==> src/rtl/bwt_block_loader.sv <==
// bwt_block_loader: packs a valid/ready byte stream into fixed-size blocks
// held in two ping-pong banks. Each completed block is presented to the
// merge-sort stage with a one-cycle start pulse. A holdoff counter spaces the
// pulses so the sorter pipeline can drain.
module bwt_block_loader #(
   parameter int                     ELEMENT_NUM = 8,
   parameter int                     ELEMENT_LEN = 8,
   parameter int                     HOLDOFF     = 16,
   parameter logic [ELEMENT_LEN-1:0] PAD_BYTE    = 8'hFF,
   localparam int                    IDX_W       = $clog2(ELEMENT_NUM),
   localparam int                    LEN_W       = IDX_W + 1
) (
   input  logic                   clk,
   input  logic                   rst,
   input  logic [ELEMENT_LEN-1:0] s_data,
   input  logic                   s_valid,
   input  logic                   s_last,
   output logic                   s_ready,
   output logic [ELEMENT_LEN-1:0] data_out [0:ELEMENT_NUM-1],
   output logic [LEN_W-1:0]       len_out,
   output logic                   start,
   output logic                   busy,
   output logic [15:0]            blk_cnt
);

   localparam int HO_W = (HOLDOFF > 1) ? $clog2(HOLDOFF) : 1;

   // Bank storage and per-bank bookkeeping
   logic [ELEMENT_LEN-1:0] r_bank [0:1][0:ELEMENT_NUM-1];
   logic [LEN_W-1:0]       r_bank_len [0:1];
   logic [1:0]             r_bank_full;
   logic                   r_wr_bank;
   logic                   r_rd_bank;
   logic [IDX_W-1:0]       r_wr_idx;
   logic [HO_W-1:0]        r_holdoff_cnt;

   // Output registers
   logic [ELEMENT_LEN-1:0] r_data_out [0:ELEMENT_NUM-1];
   logic [LEN_W-1:0]       r_len_out;
   logic                   r_start;
   logic [15:0]            r_blk_cnt;

   // Combinational controls
   logic                   w_ready;
   logic                   w_xfer;
   logic                   w_close;
   logic                   w_issue;
   logic [ELEMENT_LEN-1:0] w_next_data [0:ELEMENT_NUM-1];

   // The write bank accepts bytes until it is full; no dependence on s_valid.
   assign w_ready = ~r_bank_full[r_wr_bank];
   assign w_xfer  = s_valid & w_ready;
   assign w_close = w_xfer & ((r_wr_idx == IDX_W'(ELEMENT_NUM - 1)) | s_last);
   assign w_issue = r_bank_full[r_rd_bank] & (r_holdoff_cnt == '0);

   // Build the padded block that the read bank will present on issue
   always_comb begin
      // NOTE: every element gets a default before the conditional overrides,
      // so no path leaves a bit unassigned and no latch is inferred.
      w_next_data = '{default: PAD_BYTE};
      for (int k = 0; k < ELEMENT_NUM; k++) begin
         if (LEN_W'(k) < r_bank_len[r_rd_bank]) begin
            w_next_data[k] = r_bank[r_rd_bank][k];
         end
      end
   end

   // Capture accepted bytes into the current write bank
   // NOTE: the bank array carries no reset; stale contents are never read
   // because only slots below bank_len of a full bank reach data_out.
   always_ff @(posedge clk) begin
      if (w_xfer) begin
         r_bank[r_wr_bank][r_wr_idx] <= s_data;
      end
   end

   // Write side: index advance, block close and bank switch
   // NOTE: all state updates use non-blocking assignment so every register
   // samples the pre-edge values regardless of statement order.
   always_ff @(posedge clk or posedge rst) begin
      if (rst) begin
         r_wr_bank  <= 1'b0;
         r_wr_idx   <= '0;
         r_bank_len <= '{default: '0};
      end else if (w_xfer) begin
         if (w_close) begin
            r_bank_len[r_wr_bank] <= {1'b0, r_wr_idx} + LEN_W'(1);
            r_wr_bank             <= ~r_wr_bank;
            r_wr_idx              <= '0;
         end else begin
            r_wr_idx <= r_wr_idx + IDX_W'(1);
         end
      end
   end

   // Full flags: close sets the write bank, issue clears the read bank;
   // the two never target the same bank in one cycle.
   always_ff @(posedge clk or posedge rst) begin
      if (rst) begin
         r_bank_full <= 2'b00;
      end else begin
         if (w_close) begin
            r_bank_full[r_wr_bank] <= 1'b1;
         end
         if (w_issue) begin
            r_bank_full[r_rd_bank] <= 1'b0;
         end
      end
   end

   // Read side: issue a full bank to the sorter and restart the holdoff
   always_ff @(posedge clk or posedge rst) begin
      if (rst) begin
         r_rd_bank     <= 1'b0;
         r_holdoff_cnt <= '0;
         r_data_out    <= '{default: '0};
         r_len_out     <= '0;
         r_start       <= 1'b0;
         r_blk_cnt     <= '0;
      end else begin
         r_start <= w_issue;
         if (w_issue) begin
            r_data_out    <= w_next_data;
            r_len_out     <= r_bank_len[r_rd_bank];
            r_rd_bank     <= ~r_rd_bank;
            r_holdoff_cnt <= HO_W'(HOLDOFF - 1);
            r_blk_cnt     <= r_blk_cnt + 16'd1;
         end else if (r_holdoff_cnt != '0) begin
            r_holdoff_cnt <= r_holdoff_cnt - HO_W'(1);
         end
      end
   end

   assign s_ready  = w_ready;
   assign data_out = r_data_out;
   assign len_out  = r_len_out;
   assign start    = r_start;
   assign busy     = (|r_bank_full) | (r_holdoff_cnt != '0);
   assign blk_cnt  = r_blk_cnt;

endmodule
==> config.mk <==
export PLATFORM = sky130hd
export DESIGN_NAME = bwt_block_loader
export DESIGN_NICKNAME = d
export VERILOG_FILES = /design/src/rtl/bwt_block_loader.sv
export SDC_FILE = /design/constraint.sdc
export NUM_CORES = 1
export LEC_CHECK = 0
export CAP_MARGIN = 20
export CORE_ASPECT_RATIO = 1.2
export CORE_MARGIN = 3
export CORE_UTILIZATION = 50
export DETAILED_ROUTE_END_ITERATION = 10
export PLACE_DENSITY = 0.72
export SYNTH_ARGS = -nofsm -noshare
export SYNTH_HDL_FRONTEND = slang
export SYNTH_SLANG_ARGS = --single-unit
==> constraint.sdc <==
create_clock -name clk -period 11.25 [get_ports clk]
set_input_delay 2.8125 -clock clk [delete_from_list [all_inputs] [get_ports clk]]
set_output_delay 2.8125 -clock clk [all_outputs]
set_load 0.05 [all_outputs]
### Word level (Yosys, flattened, before mapping)

Memory sizes are Yosys's and may differ from the RTL's.
Index checks and enable logic that the tools add are counted.

* $add $sub $neg: 4
* $lt $le $gt $ge: 17
* equality and inequality tests: 1
* mux-type cells: 31
* bitwise operators: 14
* reductions and logical operators: 9

Operators by type and width (count)
* two-way mux 8 bit: 9
* two-way mux 64 bit: 1
* demux 8 bit (select 3 bit): 1
* two-way mux 4 bit: 6
* adder 16 x 1 -> 16 bit, second input constant: 1
* < comparator 3 x 4 -> 1 bit, first input constant: 4
* bitwise mux 8 bit: 1
* < comparator 1 x 4 -> 1 bit, first input constant: 2
* < comparator 2 x 4 -> 1 bit, first input constant: 2
* two-way mux 1 bit: 7
* adder 3 x 1 -> 4 bit, second input constant: 1
* demux 4 bit (select 1 bit): 1
* >= comparator 2 bit, second input constant: 2
* >= comparator 4 bit, second input constant: 1
* logical AND 1 bit: 4
* logical NOT 4 bit: 1
* < comparator 1 x 2 -> 1 bit, second input constant: 2
* < comparator 4 x 1 -> 1 bit, second input constant: 1
* two-way mux 2 bit: 2
* inverter 1 -> 2 bit: 2
* inverter 3 -> 4 bit: 1
* nonzero test 4 bit: 1
* subtractor 4 x 1 -> 4 bit, second input constant: 1
* adder 3 x 1 -> 3 bit, second input constant: 1
* other kinds (14): 21

* bits in registers: 104
* RAM bits: 128
* bits of input ports: 12
* output and inout bits: 87
* memories kept: 1

Memory list
* r_bank: depth 2, width 64, read ports 1, clocked after Yosys merged registers in 0, wr ports 1, line 29 `logic [ELEMENT_LEN-1:0] r_bank [0:1][0:ELEMENT_NUM-1];`

### Longest topological paths before layout

* word-level depth: 8
* gate-level depth with buffers: 10

### Least setup slack after synthesis

Ideal clock, no wire load.

* path type: reg2out
* start: register r_holdoff_cnt[0]
* end: output busy
* arrival: 1.662 ns
* slack: 6.775 ns
* stages on the path, launching flop included: 6
* buffers on the path: 1
* path through: dfrtp_1 inv_1 ha_1 or3b_1 clkbuf_2 or3_2

* cells in the longest elaborated chain, start to end: 2

Ends and longest elaborated chain
* start, declared: line 35 `logic [HO_W-1:0] r_holdoff_cnt;`
* start signal, assigned: line 126 `r_holdoff_cnt <= HO_W'(HOLDOFF - 1);`
* start signal, assigned: line 129 `r_holdoff_cnt <= r_holdoff_cnt - HO_W'(1);`
* nonzero test 4 bit: line 138 `assign busy = (|r_bank_full) | (r_holdoff_cnt != '0);`
* OR 1 bit: line 138
* end, declared: line 22 `output logic busy,`

Every way passes these cells.

### Worst setup path in the final report

Ends and elaborated chain as after synthesis.

==> summary.md <==
| Metric | Value |
|---|---|
| Outcome | completed |
| Post-DP HPWL | 12000 um |
| Layout cells sized above 1 | 7.32% |
| Critical Path Source Type | flip-flop |
| Synth area leader | edfxtp_1 |
| Pin count of the biggest net entering global routing | 68 |
| Tmin final | approximately 5700 ps |
| Worst Setup End Kind | primary output |
| Die Span Y | 151 um |
| Post-synthesis register bit count | 232 |
| PortBufs | 98 |
| Clk slew on worst S/H paths | around 60 ps |
| Post-DRT Antenna Nets | 0 |
| Hold-fix buffers, CTS | 0 |
| Antenna cells | 0 |
| Fin Setup TNS | 0 ps |
| Post-Layout Inst Area | 0.0107 sq mm |
| LEAKAGE | between 4 and 5 nW |
| Final WS setup | 5580 ps |
| Crit-path leading delay family | simple AND/OR/NAND/NOR gates |
| Synth Flop Type | edfxtp_1 |
| Clk sinks | 232 |
| Final setup vio count | 0 |
| Synth unique cells | 44 |
| Worst hold path class | flip-flop to flip-flop |
| Root Driver | clkbuf_16 |
| Sequential element share of the synthesized area | 73.5% |
| EDFF count, synth | 128 |
| Clk buf depth | 3 |
| Nets@finish | 726 |
| Cell row count | 52 |
| Max Cap Violations | 0 |
| Worst-Margin Slew | between 1000 and 1500 ps |
| Via count | 5156 |
| Die Footprint | 0.0192 sq mm |
| Final wirelength | approximately 18000 um |
| Area growth, synth to finish | 21.9% |
| Antenna violations before repair | 0 |
| Top-count cell post-synth | edfxtp_1 |
| Postcts setup bufs | 0 |
| Post-DP Area | 0.00993 sq mm |
| CTS H-Tree Depth | 1 |
| Post-Syn Area | roughly 0.0088 sq mm |
| Pwr per Cell Area | 268 mW/mm^2 |
| Core region area | between 0.015 and 0.02 sq mm |
| Final Instance Count excl. Fillers | 940 |
| Clock Skew | 10.8 ps |
| Hold Violations, Final | 0 |
| Global Route Usage Sum | 19.1% |
| Total grt overflow | 0 |
| Vias per Instance | ~5.5 |
| RSZ-0062 raised after global routing | false |
| Worst skew pair latency | about 500 ps |
| Max IR drop VDD | 146 uV |
| Commonest cells in the netlist | edfxtp_1, dfrtp_1, nor2_1, a21oi_1, mux2i_1 |
| Synth area leaders | edfxtp_1, dfrtp_1, mux2i_1, nor2_1, a21oi_1 |
| First-pass GRT wire length | 28500 um |
| Max Slew Vio Count | 0 |
| Routed len/inst | 19.2 um |
| Critical Path RT | 8440 ps |
| DRC viols | 0 |
| Worst-path maximum fanout | 6 |
| Final period util | 50.4% |
| Yosys Warn Count | 0 |
| Number of global-route vias before repair | 5269 |
| Crit Path Class | flip-flop to primary output |
| Mean Syn Cell Area | 14.4 sq um |
| TritonCTS clock tree | built |
| WP data arrival | 2860 ps |
| Syn nets | 624 |
| Fraction of registers with async set/reset | 44.8% |
| Crit path cell chain | inv_1 > ha_1 > or3b_1 > or3_2 > clkdlybuf4s50_1 |
| FILL cells | around 1300 |
| I/O pins | 99 |
| Fmax | 176 MHz |
| Routability cong. | 0.790 |
| First drt pass iteration count | 5 |
| Crit-path slowest cell | clkdlybuf4s50_1 |
| Post-synth top area share | 43.8% |
| Worst Path Buf+Inv | 2 |
| PostCTS Resize Cnt | 0 |
| Die Width | 127 um |
| Post-Place Cells | 899 |
| Initial Util | 51.4% |
| Crit path largest cell delay | 720 ps |
| Initial DRC count | 359 |
| Place WS | 6010 ps |
| Cell count after synthesis | around 610 |
| CTS Buf Count | 22 |
| Rel. slew slack | 28.4% |
[sequential cells by signal, indices dropped and copies added (netlist names)]
name	count
r_holdoff_cnt	4
blk_cnt	16
r_wr_bank	1
r_bank_len	8
r_rd_bank	1
r_bank_full	2
r_wr_idx	3
len_out	4
data_out	64
start	1
r_bank	128
[metal layers]
metal	GRT usage [%]	share of wire [%]	up-vias
met2	34.0	52	150
met5	0	0	-
met3	2.65	4.9	34
met1	24.6	40	2567
li1	-	-	2405
met4	5.47	2.3	0
[cell usage in the layout, fill, tap and decap left out, drive strengths merged, types with 8 or more instances in the layout]
cell           netlist  routed
a21oi               62      62
a2111oi              9       9
clkdlybuf4s50        0      98
xnor2               13      13
edfxtp             128     128
nor2                91      91
o21ai               15      15
clkbuf              10      29
nor3                10      10
nand2               24      24
mux2i               62      62
dfrtp              104     104
nor2b                8       8
[worst reg2reg max path, delay by kind of cell, from the launching register on]
| family | cells | cell delay [ps] |
|---|---|---|
| AO/OA/AOI/OAI | 1 | 60 |
| AND/OR/NAND/NOR | 2 | 890 |
| buffers and inverters | 2 | 780 |
| multiplexers | 1 | 490 |
| flip-flops | 1 | 830 |
[area by class of cell]
| cell class | count | area (sq um) | area share, % |
|---|---|---|---|
| flip-flops and latches | 232 | 6450 | 60.3 |
| multi-input cells | 347 | 2190 | 20.5 |
| repair buffers | 102 | 1020 | 9.55 |
| clock buffers | 29 | 608 | 5.69 |
| well taps | 216 | 270 | 2.53 |
| clock inverters | 10 | 131 | 1.23 |
| inverters | 4 | 17.5 | 0.164 |
[path summary, 6_finish.rpt]
path	start	end	slack (ps)	cells past startpoint
setup / recovery	r_holdoff_cnt[0]	busy	5580	5
hold / removal	blk_cnt[15]	blk_cnt[15]	470	1
setup reg to reg	r_rd_bank	data_out[60]	8020	6
hold reg to reg	blk_cnt[15]	blk_cnt[15]	470	1
max in group asynchronous	rst	r_rd_bank	7220	3
min in group asynchronous	rst	data_out[3]	2720	2
[power by group]
part,total (mW),internal (mW),switching (mW),leakage [nW]
Clock,0.749,0.450,0.299,0.363
Combinational,0.940,0.326,0.613,1.42
Sequential,1.17,1.04,0.132,2.27
[kinds of logic after synthesis]
group                    synth area share [%]
AO/OA/AOI/OAI                            6.46
adder cells (fa/ha/maj)                 0.713
multiplexers                             7.63
XOR/XNOR                                 1.70
buffers and inverters                    1.47
flip-flops                               73.5
AND/OR/NAND/NOR                          8.52
[per-stage QoR]
step / utilization (%) / power [mW] / hold slack [ps]
detailed placement: 58.2 / 2.13 / 470
floorplan: - / 1.82 / 464
global route: 62.7 / 2.99 / 501
global placement: 58.2 / 2.11 / 460
finish: 62.7 / 2.86 / 469
CTS: 62.6 / 2.88 / 482
Note: power is estimated with default switching activity, not from simulation.
